<file path="config.mk">
export PLATFORM = sky130hd
export DESIGN_NAME = intr_ctrl
export DESIGN_NICKNAME = d
export VERILOG_FILES = /design/src/rtl/intr_ctrl.sv
export SDC_FILE = /design/constraint.sdc
export NUM_CORES = 1
export LEC_CHECK = 0
export ABC_AREA = 1
export CAP_MARGIN = 20
export CORE_UTILIZATION = 47
export DETAILED_ROUTE_END_ITERATION = 12
export HOLD_SLACK_MARGIN = 0.1
export PLACE_DENSITY = 0.95
export SYNTH_ARGS = -nofsm -noshare
export SYNTH_HDL_FRONTEND = slang
export SYNTH_SLANG_ARGS = --single-unit
export TNS_END_PERCENT = 10
</file>
<file path="constraint.sdc">
create_clock -name clk -period 2.8 [get_ports clk]
set_input_delay 0.7 -clock clk [delete_from_list [all_inputs] [get_ports clk]]
set_output_delay 0.7 -clock clk [all_outputs]
set_load 0.01 [all_outputs]
</file>
<file path="src/rtl/intr_ctrl.sv">
// Programmable interrupt controller: latches and masks N_IRQ device requests, picks the
// lowest-index eligible source and runs the intr/inta/EOI handshake with the CPU.
module intr_ctrl #(
    parameter int unsigned N_IRQ      = 8,
    parameter logic [31:0] RESET_MODE = 32'h0
) (
    input  logic             clk,
    input  logic             rst,
    input  logic [N_IRQ-1:0] irq,
    input  logic             inta,
    output logic             intr,
    output logic [4:0]       int_id,
    input  logic             sel,
    input  logic             we,
    input  logic [1:0]       addr,
    input  logic [31:0]      wdata,
    output logic [31:0]      rdata
);

    typedef enum logic [1:0] {
        StIdle    = 2'd0,
        StReq     = 2'd1,
        StService = 2'd2
    } state_e;

    state_e           state_q, state_d;
    logic [N_IRQ-1:0] irq_q, irq_d;
    logic [N_IRQ-1:0] pend_q, pend_d;
    logic [N_IRQ-1:0] mask_q, mask_d;
    logic [N_IRQ-1:0] mode_q, mode_d;
    logic [4:0]       int_id_q, int_id_d;
    logic [4:0]       cur_id_q, cur_id_d;

    logic [N_IRQ-1:0] pend_vis;
    logic [N_IRQ-1:0] eligible;
    logic [N_IRQ-1:0] clr;
    logic [4:0]       winner;
    logic             wr;

    // pend_q only holds edge-mode bits; level-mode bits mirror the sampled input.
    assign pend_vis = (pend_q & mode_q) | (irq_q & ~mode_q);
    assign eligible = pend_vis & mask_q;
    assign wr       = sel & we;

    always_comb begin
        winner = '0;
        for (int i = int'(N_IRQ) - 1; i >= 0; i--) begin
            if (eligible[i]) begin
                winner = 5'(i);
            end
        end
    end

    always_comb begin
        irq_d    = irq;
        mask_d   = mask_q;
        mode_d   = mode_q;
        state_d  = state_q;
        int_id_d = int_id_q;
        cur_id_d = cur_id_q;
        clr      = '0;

        if (wr) begin
            unique case (addr)
                2'd0:    clr    = wdata[N_IRQ-1:0];
                2'd1:    mask_d = wdata[N_IRQ-1:0];
                2'd2:    mode_d = wdata[N_IRQ-1:0];
                default: ;
            endcase
        end

        unique case (state_q)
            StIdle: begin
                if (|eligible) begin
                    state_d  = StReq;
                    int_id_d = winner;
                end
            end
            StReq: begin
                int_id_d = winner;
                if (inta) begin
                    state_d  = StService;
                    cur_id_d = int_id_q;
                    clr      = clr | (N_IRQ'(1) << int_id_q);
                end else if (!(|eligible)) begin
                    state_d = StIdle;
                end
            end
            StService: begin
                if (wr && addr == 2'd3) begin
                    state_d = StIdle;
                end
            end
            default: state_d = StIdle;
        endcase

        // A new edge wins over a same-cycle clear; level bits are held at zero so a
        // switch to edge mode starts from a clean slate.
        pend_d = ((pend_q & ~clr) | (irq & ~irq_q)) & mode_q;
    end

    always_ff @(posedge clk) begin
        if (rst) begin
            state_q  <= StIdle;
            irq_q    <= '0;
            pend_q   <= '0;
            mask_q   <= '0;
            mode_q   <= RESET_MODE[N_IRQ-1:0];
            int_id_q <= '0;
            cur_id_q <= '0;
        end else begin
            state_q  <= state_d;
            irq_q    <= irq_d;
            pend_q   <= pend_d;
            mask_q   <= mask_d;
            mode_q   <= mode_d;
            int_id_q <= int_id_d;
            cur_id_q <= cur_id_d;
        end
    end

    assign intr   = (state_q == StReq);
    assign int_id = int_id_q;

    always_comb begin
        rdata = '0;
        unique case (addr)
            2'd0: rdata[N_IRQ-1:0] = pend_vis;
            2'd1: rdata[N_IRQ-1:0] = mask_q;
            2'd2: rdata[N_IRQ-1:0] = mode_q;
            2'd3: begin
                rdata[9:8] = state_q;
                rdata[4:0] = cur_id_q;
            end
            default: rdata = '0;
        endcase
    end

endmodule

</file>
==> impl_metrics.csv, run 1 <==
group,metric,value,unit
run_status,status,"finished clean",
sta,period_needed,2.68,ns
placed_design,io_buffers,36,
finish,antenna_cells,0,
die,num_rows,24,
route,routedWlPerCell,12.6,um
synth,netlist_top_cells_area,"dfxtp_1 (38%), nand2_1 (10%), buf_4 (8.5%)",
sta,slew_headroom,61.7,%
pwr,power,1.20,mW
sta,rsz0062_at_grt,"no",
synth,synth_xor_area_share,0,%
critical_path,start_kind,"input port",
critical_path,crit_required,2.10,ns
finish,regArea,801,um^2
synth,avgSynthCellArea,7.03,um^2
sta,final-hold-violation-count,0,
die,core_area,4320,um^2
min_path,min_path_type,"register to register",
critical_path,slowest_stage,"a221o_1",
clocking,hold_buffers,0,
critical_path,cp-end-kind,"primary output",
synth,synth.cells.most_frequent,"nand2_1 (59), dfxtp_1 (40), inv_1 (38), nor2_1 (36), buf_4 (24)",
finish,postLayoutCellArea,2540,um^2
finish,fin_cells,398,
die,dieArea,4770,um^2
placed_design,pre_cts_ws,-0.309,ns
pwr,power_density,473,nW/um^2
sta,finalMaxSlewViolations,0,
synth,synth_warnings,0,
synth,synth_area,2110,um^2
global_route,grt_pass1_vias,1925,
placed_design,dpl_cell_area,2460,um^2
synth,synth_top_area_share,37.9,%
die,io_pins,85,
pwr,ir_drop,0.000234,V
clocking,clk_pin_slew_worst_paths,0.07,ns
synth,postSynthCellCount,301,
critical_path,worstPathArrival,1.98,ns
route,vias_per_cell,5.23,
critical_path,path_class,"input port to primary output",
die,chipWidth,69.1,um
global_route,gr-total-overflow,0,
global_route,grt_antenna_before_repair,0,
global_route,grt_pass1_wl,8.18,mm
finish,area_delta_synth_final,20.3,%
sta,skew,0.00503,ns
die,die_h,69.1,um
global_route,grt_max_degree,22,
route,dr.pass1.iters,6,
synth,synth_edf_count,0,
synth,ys_seq_elements,40,
clocking,clock-sinks,40,
sta,finalSetupTns,0,ns
clocking,cts_tree,"done",
synth,synth_mux_area_share,0,%
clocking,clockRootBuffer,"clkbuf_8",
clocking,htreeDepth,2,
global_route,grtUsageTotal,21.4,%
sta,setup_slack,0.120,ns
sta,setup_viol,0,
finish,fillers,392,
route,ant_nets,0,
die,initial_core_util,48.9,%
synth,synthAdderAreaFrac,0,%
synth,yosysMostFrequentCell,"nand2_1",
critical_path,worstPathCellList,"dlygate4sd2_1, inv_1, nor2_4, buf_2, a221o_1, dlygate4sd2_1",
placed_design,placed_cells,388,
route,drc_errors,0,
route,drt_wl_total,5.01,mm
finish,final_nets,392,
placed_design,dp_hpwl,3.64,mm
placed_design,gp_congestion,0.957,
sta,fmax,373,MHz
clocking,cts_inserted_buffers,5,
synth,synth_cell_types,31,
synth,yosys.area_share.simple,26.4,%
synth,synth_compound_gate_area_share,17.9,%
route,drt_iter0_drc,176,
critical_path,path_common_cell,"dlygate4sd2_1",
clocking,clk_latency,0.30,ns
synth,yosys.area.top_type,"dfxtp_1",
critical_path,cp_max_fo,6,
synth,ys_seq_area_share,37.9,%
critical_path,crit_path_max_incr_delay,0.35,ns
run,max_cap_violations,0,
finish,drive_above_1_share,9.54,%
clocking,clock_path_buffers,2,
synth,synthFlopType,"dfxtp_1",
synth,synthArstFlopShare,0,%
pwr,p_leak,1.09,nW
route,num_vias,2082,
sta,layout_worst_path_cycle_share,95.7,%
synth,synth_top_family_by_area,"simple AND/OR/NAND/NOR gates",
sta,worstMarginPinSlew,0.574,ns
finish,multiInputGateArea,1030,um^2
==> layout make-up <==
cell class,count,area share [%]
inverter,44,6.49
tap,52,2.56
timing repair buffer,43,15.5
multi-input combinational,211,40.4
clock buffer,8,3.54
sequential,40,31.5
==> cells by family (layout without fill, tap and decap cells) <==
| group | after synthesis | count (layout) |
|---|---|---|
| simple gates | 125 | 125 |
| buf+inv | 73 | 95 |
| compound gates | 62 | 62 |
| flops | 40 | 40 |
| other cells | 1 | 24 |
==> power by group <==
part | internal (mW) | switching, mW | leakage [nW] | total [mW]
Clock | 0.201 | 0.193 | 0.0455 | 0.394
Sequential | 0.591 | 0.0171 | 0.326 | 0.608
Combinational | 0.0833 | 0.118 | 0.723 | 0.202
Total | 0.875 | 0.328 | 1.09 | 1.20
==> critical path, delay by kind of cell <==
| kind | cells | cell delay (ns) |
|---|---|---|
| compound gates | 1 | 0.35 |
| buf+inv | 4 | 0.85 |
| simple gates | 1 | 0.07 |
==> routing by layer <==
layer	wire, um	global-route usage [%]	up-vias
met1	1950	24.7	914
li1	-	-	1017
met2	2410	34.6	130
met4	150	14.7	0
met3	505	5.12	21
met5	0	0	-
==> stage by stage <==
step                hold WS [ns]  utilization (%)
floorplan                  0.430                -
global route               0.488             58.8
CTS                        0.475             58.8
finish                     0.477             58.8
detailed placement         0.464             56.8
global placement           0.461             56.8
==> worst paths after layout <==
path / slack (ns) / start / cells after the start / endpoint
setup / recovery: 0.12 / addr[0] / 6 / rdata[0]
hold / removal: 0.48 / cur_id_q[0] / 2 / cur_id_q[0]
setup reg to reg: 1.40 / state_q[1] / 6 / pend_q[1]
hold reg to reg: 0.48 / cur_id_q[0] / 2 / cur_id_q[0]
==> flip-flops by register name, indices dropped and copies added (netlist names) <==
signal / cells
cur_id_q: 3
int_id: 3
irq_q: 8
mask_q: 8
mode_q: 8
pend_q: 8
state_q: 2
==> layout by cell type (no fill, tap or decap), types with 7 or more instances in the layout <==
cell,n
nand2_1,59
dfxtp_1,40
inv_1,37
nor2_1,36
conb_1,24
clkdlybuf4s50_1,24
o21ai_0,17
a21oi_1,16
dlygate4sd2_1,12
nor3_1,10
inv_2,7
o21ai_1,7
==> what timing repair did <==
item,in CTS,in global routing
hold endpoints to repair,0,0
setup buffers,2,0
setup endpoints to repair,10,0
gates resized for setup,14,0
No activity file was read; power rests on OpenSTA's default activity.
==> inputs of run 2 (changes only) <==
--- a/config.mk
+++ b/config.mk
@@ -10,6 +10,7 @@
 export CORE_UTILIZATION = 47
 export DETAILED_ROUTE_END_ITERATION = 12
 export HOLD_SLACK_MARGIN = 0.1
+export MAX_ROUTING_LAYER = met4
 export PLACE_DENSITY = 0.95
 export SYNTH_ARGS = -nofsm -noshare
 export SYNTH_HDL_FRONTEND = slang
==> run 2 against run 1 <==
Net effect:
- worst hold slack worse by 0.0017 ns
- sequential share of layout area unchanged
- global-route usage up 0.80 points
- utilization stayed put
- clock skew rose by 0.0013 ns
- die area unchanged
- total power grew 0.15%
- first-iteration DRC count is 8.0% lower
- maximum frequency hardly changed
==> impl_metrics.csv, run 2 (same netlist as run 1, synthesis figures left out) <==
group,metric,value,unit
finish,area_delta_synth_final,20.3,%
sta,layout_worst_path_cycle_share,95.8,%
die,num_rows,24,
min_path,min_path_type,"register to register",
route,drt_iter0_drc,162,
die,dieArea,4770,um^2
clocking,clock-sinks,40,
sta,period_needed,2.68,ns
clocking,clk_latency,0.30,ns
clocking,cts_tree,"done",
critical_path,cp-end-kind,"primary output",
die,initial_core_util,48.9,%
placed_design,placed_cells,388,
run,max_cap_violations,0,
finish,final_nets,392,
global_route,use_met2,34.5,%
global_route,gr-total-overflow,0,
clocking,hold_buffers,0,
route,routedWlPerCell,12.5,um
global_route,met1_usage,24.8,%
finish,final_cell_mix,"nand2_1 (59), dfxtp_1 (40), inv_1 (37), nor2_1 (36)",
route,num_vias,2101,
pwr,power_density,474,nW/um^2
sta,hold-worst-slack,0.475,ns
sta,slew_headroom,62.6,%
sta,final-hold-violation-count,0,
global_route,use_met3,7.31,%
global_route,grt-busiest-layer,"met2",
pwr,power_switching,330,uW
global_route,grt_max_degree,22,
pwr,power_switching_share,27.4,%
critical_path,worstPathArrival,1.98,ns
finish,antenna_cells,0,
sta,worstMarginPinSlew,0.561,ns
sta,finalSetupTns,0,ns
global_route,grtUsageTotal,22.2,%
clocking,clock_path_buffers,2,
route,drc_errors,0,
clocking,clockRootBuffer,"clkbuf_8",
finish,fin_cells,398,
pwr,ir_drop,0.000235,V
sta,skew,0.00634,ns
pwr,p_leak,1.09,nW
global_route,grt_antenna_before_repair,0,
pwr,combPwrFrac,16.7,%
critical_path,crit_required,2.10,ns
pwr,pwr-share-seq,50.4,%
finish,final_core_util,58.8,%
die,io_pins,85,
sta,fmax,373,MHz
pwr,power,1.21,mW
sta,rsz0062_at_grt,"no",
pwr,power.internal,875,uW
global_route,grt_pass1_wl,8.22,mm
sta,setup_viol,0,
route,dr.pass1.iters,6,
die,die_h,69.1,um
placed_design,gp_congestion,0.975,
clocking,clk_pin_slew_worst_paths,0.07,ns
die,core_area,4320,um^2
critical_path,start_kind,"input port",
clocking,cts_inserted_buffers,5,
sta,finalMaxSlewViolations,0,
route,ant_nets,0,
finish,final_common_cell,"nand2_1",
run_status,status,"finished clean",
critical_path,cp_max_fo,6,
finish,drive_above_1_share,9.54,%
clocking,htreeDepth,2,
placed_design,io_buffers,36,
route,drt_wl_total,4.97,mm
global_route,grt_pass1_vias,1915,
critical_path,path_class,"input port to primary output",
die,chipWidth,69.1,um
route,vias_per_cell,5.28,
placed_design,dp_hpwl,3.64,mm
pwr,power.clock.fraction,32.9,%
-- run 2: cell counts in the layout (fill, tap and decap cells not counted) --
Identical to the previous run, type by type.
-- run 2: metal layers --
metal	share of wire (%)	wire length, um	vias up
met1	40	1970	932
li1	-	-	1014
met3	8.9	442	25
met4	3.5	174	0
met2	48	2380	130
met5	0	0	-
-- run 2: final timing paths --
| check | cells after the start | start | end | slack [ns] |
|---|---|---|---|---|
| min | 2 | cur_id_q[0] | cur_id_q[0] | 0.48 |
| min reg2reg | 2 | cur_id_q[0] | cur_id_q[0] | 0.48 |
| max | 6 | addr[0] | rdata[0] | 0.12 |
| max reg2reg | 6 | state_q[1] | pend_q[4] | 1.39 |
-- run 2: cell type report --
class                           count  area, um^2
Clock buffer                        8        90.1
Fill cell                         392        1780
Inverter                           44         165
Multi-Input combinational cell    211        1030
Sequential cell                    40         801
Tap cell                           52        65.1
Timing Repair Buffer               43         395
-- run 2: worst max-delay path: stages --
cell and delay, ns:
dlygate4sd2_1 0.29, inv_1 0.13, nor2_4 0.07, buf_2 0.15, a221o_1 0.35, dlygate4sd2_1 0.28
-- run 2: timing repair --
item                                    in CTS  in global routing
endpoints found under the setup margin      10                  0
resized for setup                           14                  0
setup buffers                                2                  0
-- run 2: power groups by stage --
stage	sequential, mW	combinational, mW	clock [mW]
6_report	0.607	0.201	0.396
5_1_grt	0.610	0.223	0.421
4_1_cts	0.607	0.199	0.395
3_5_place_dp	0.620	0.202	0
3_3_place_gp	0.619	0.197	0
2_1_floorplan	0.618	0.140	0
-- run 2: metrics by stage --
| step | instance area, um^2 | setup slack [ns] |
|---|---|---|
| 2_1_floorplan | 2200 | 0.768 |
| 3_3_place_gp | 2460 | -0.293 |
| 3_5_place_dp | 2460 | -0.309 |
| 4_1_cts | 2540 | 0.124 |
| 5_1_grt | 2540 | 0.0719 |
| 6_report | 2540 | 0.118 |
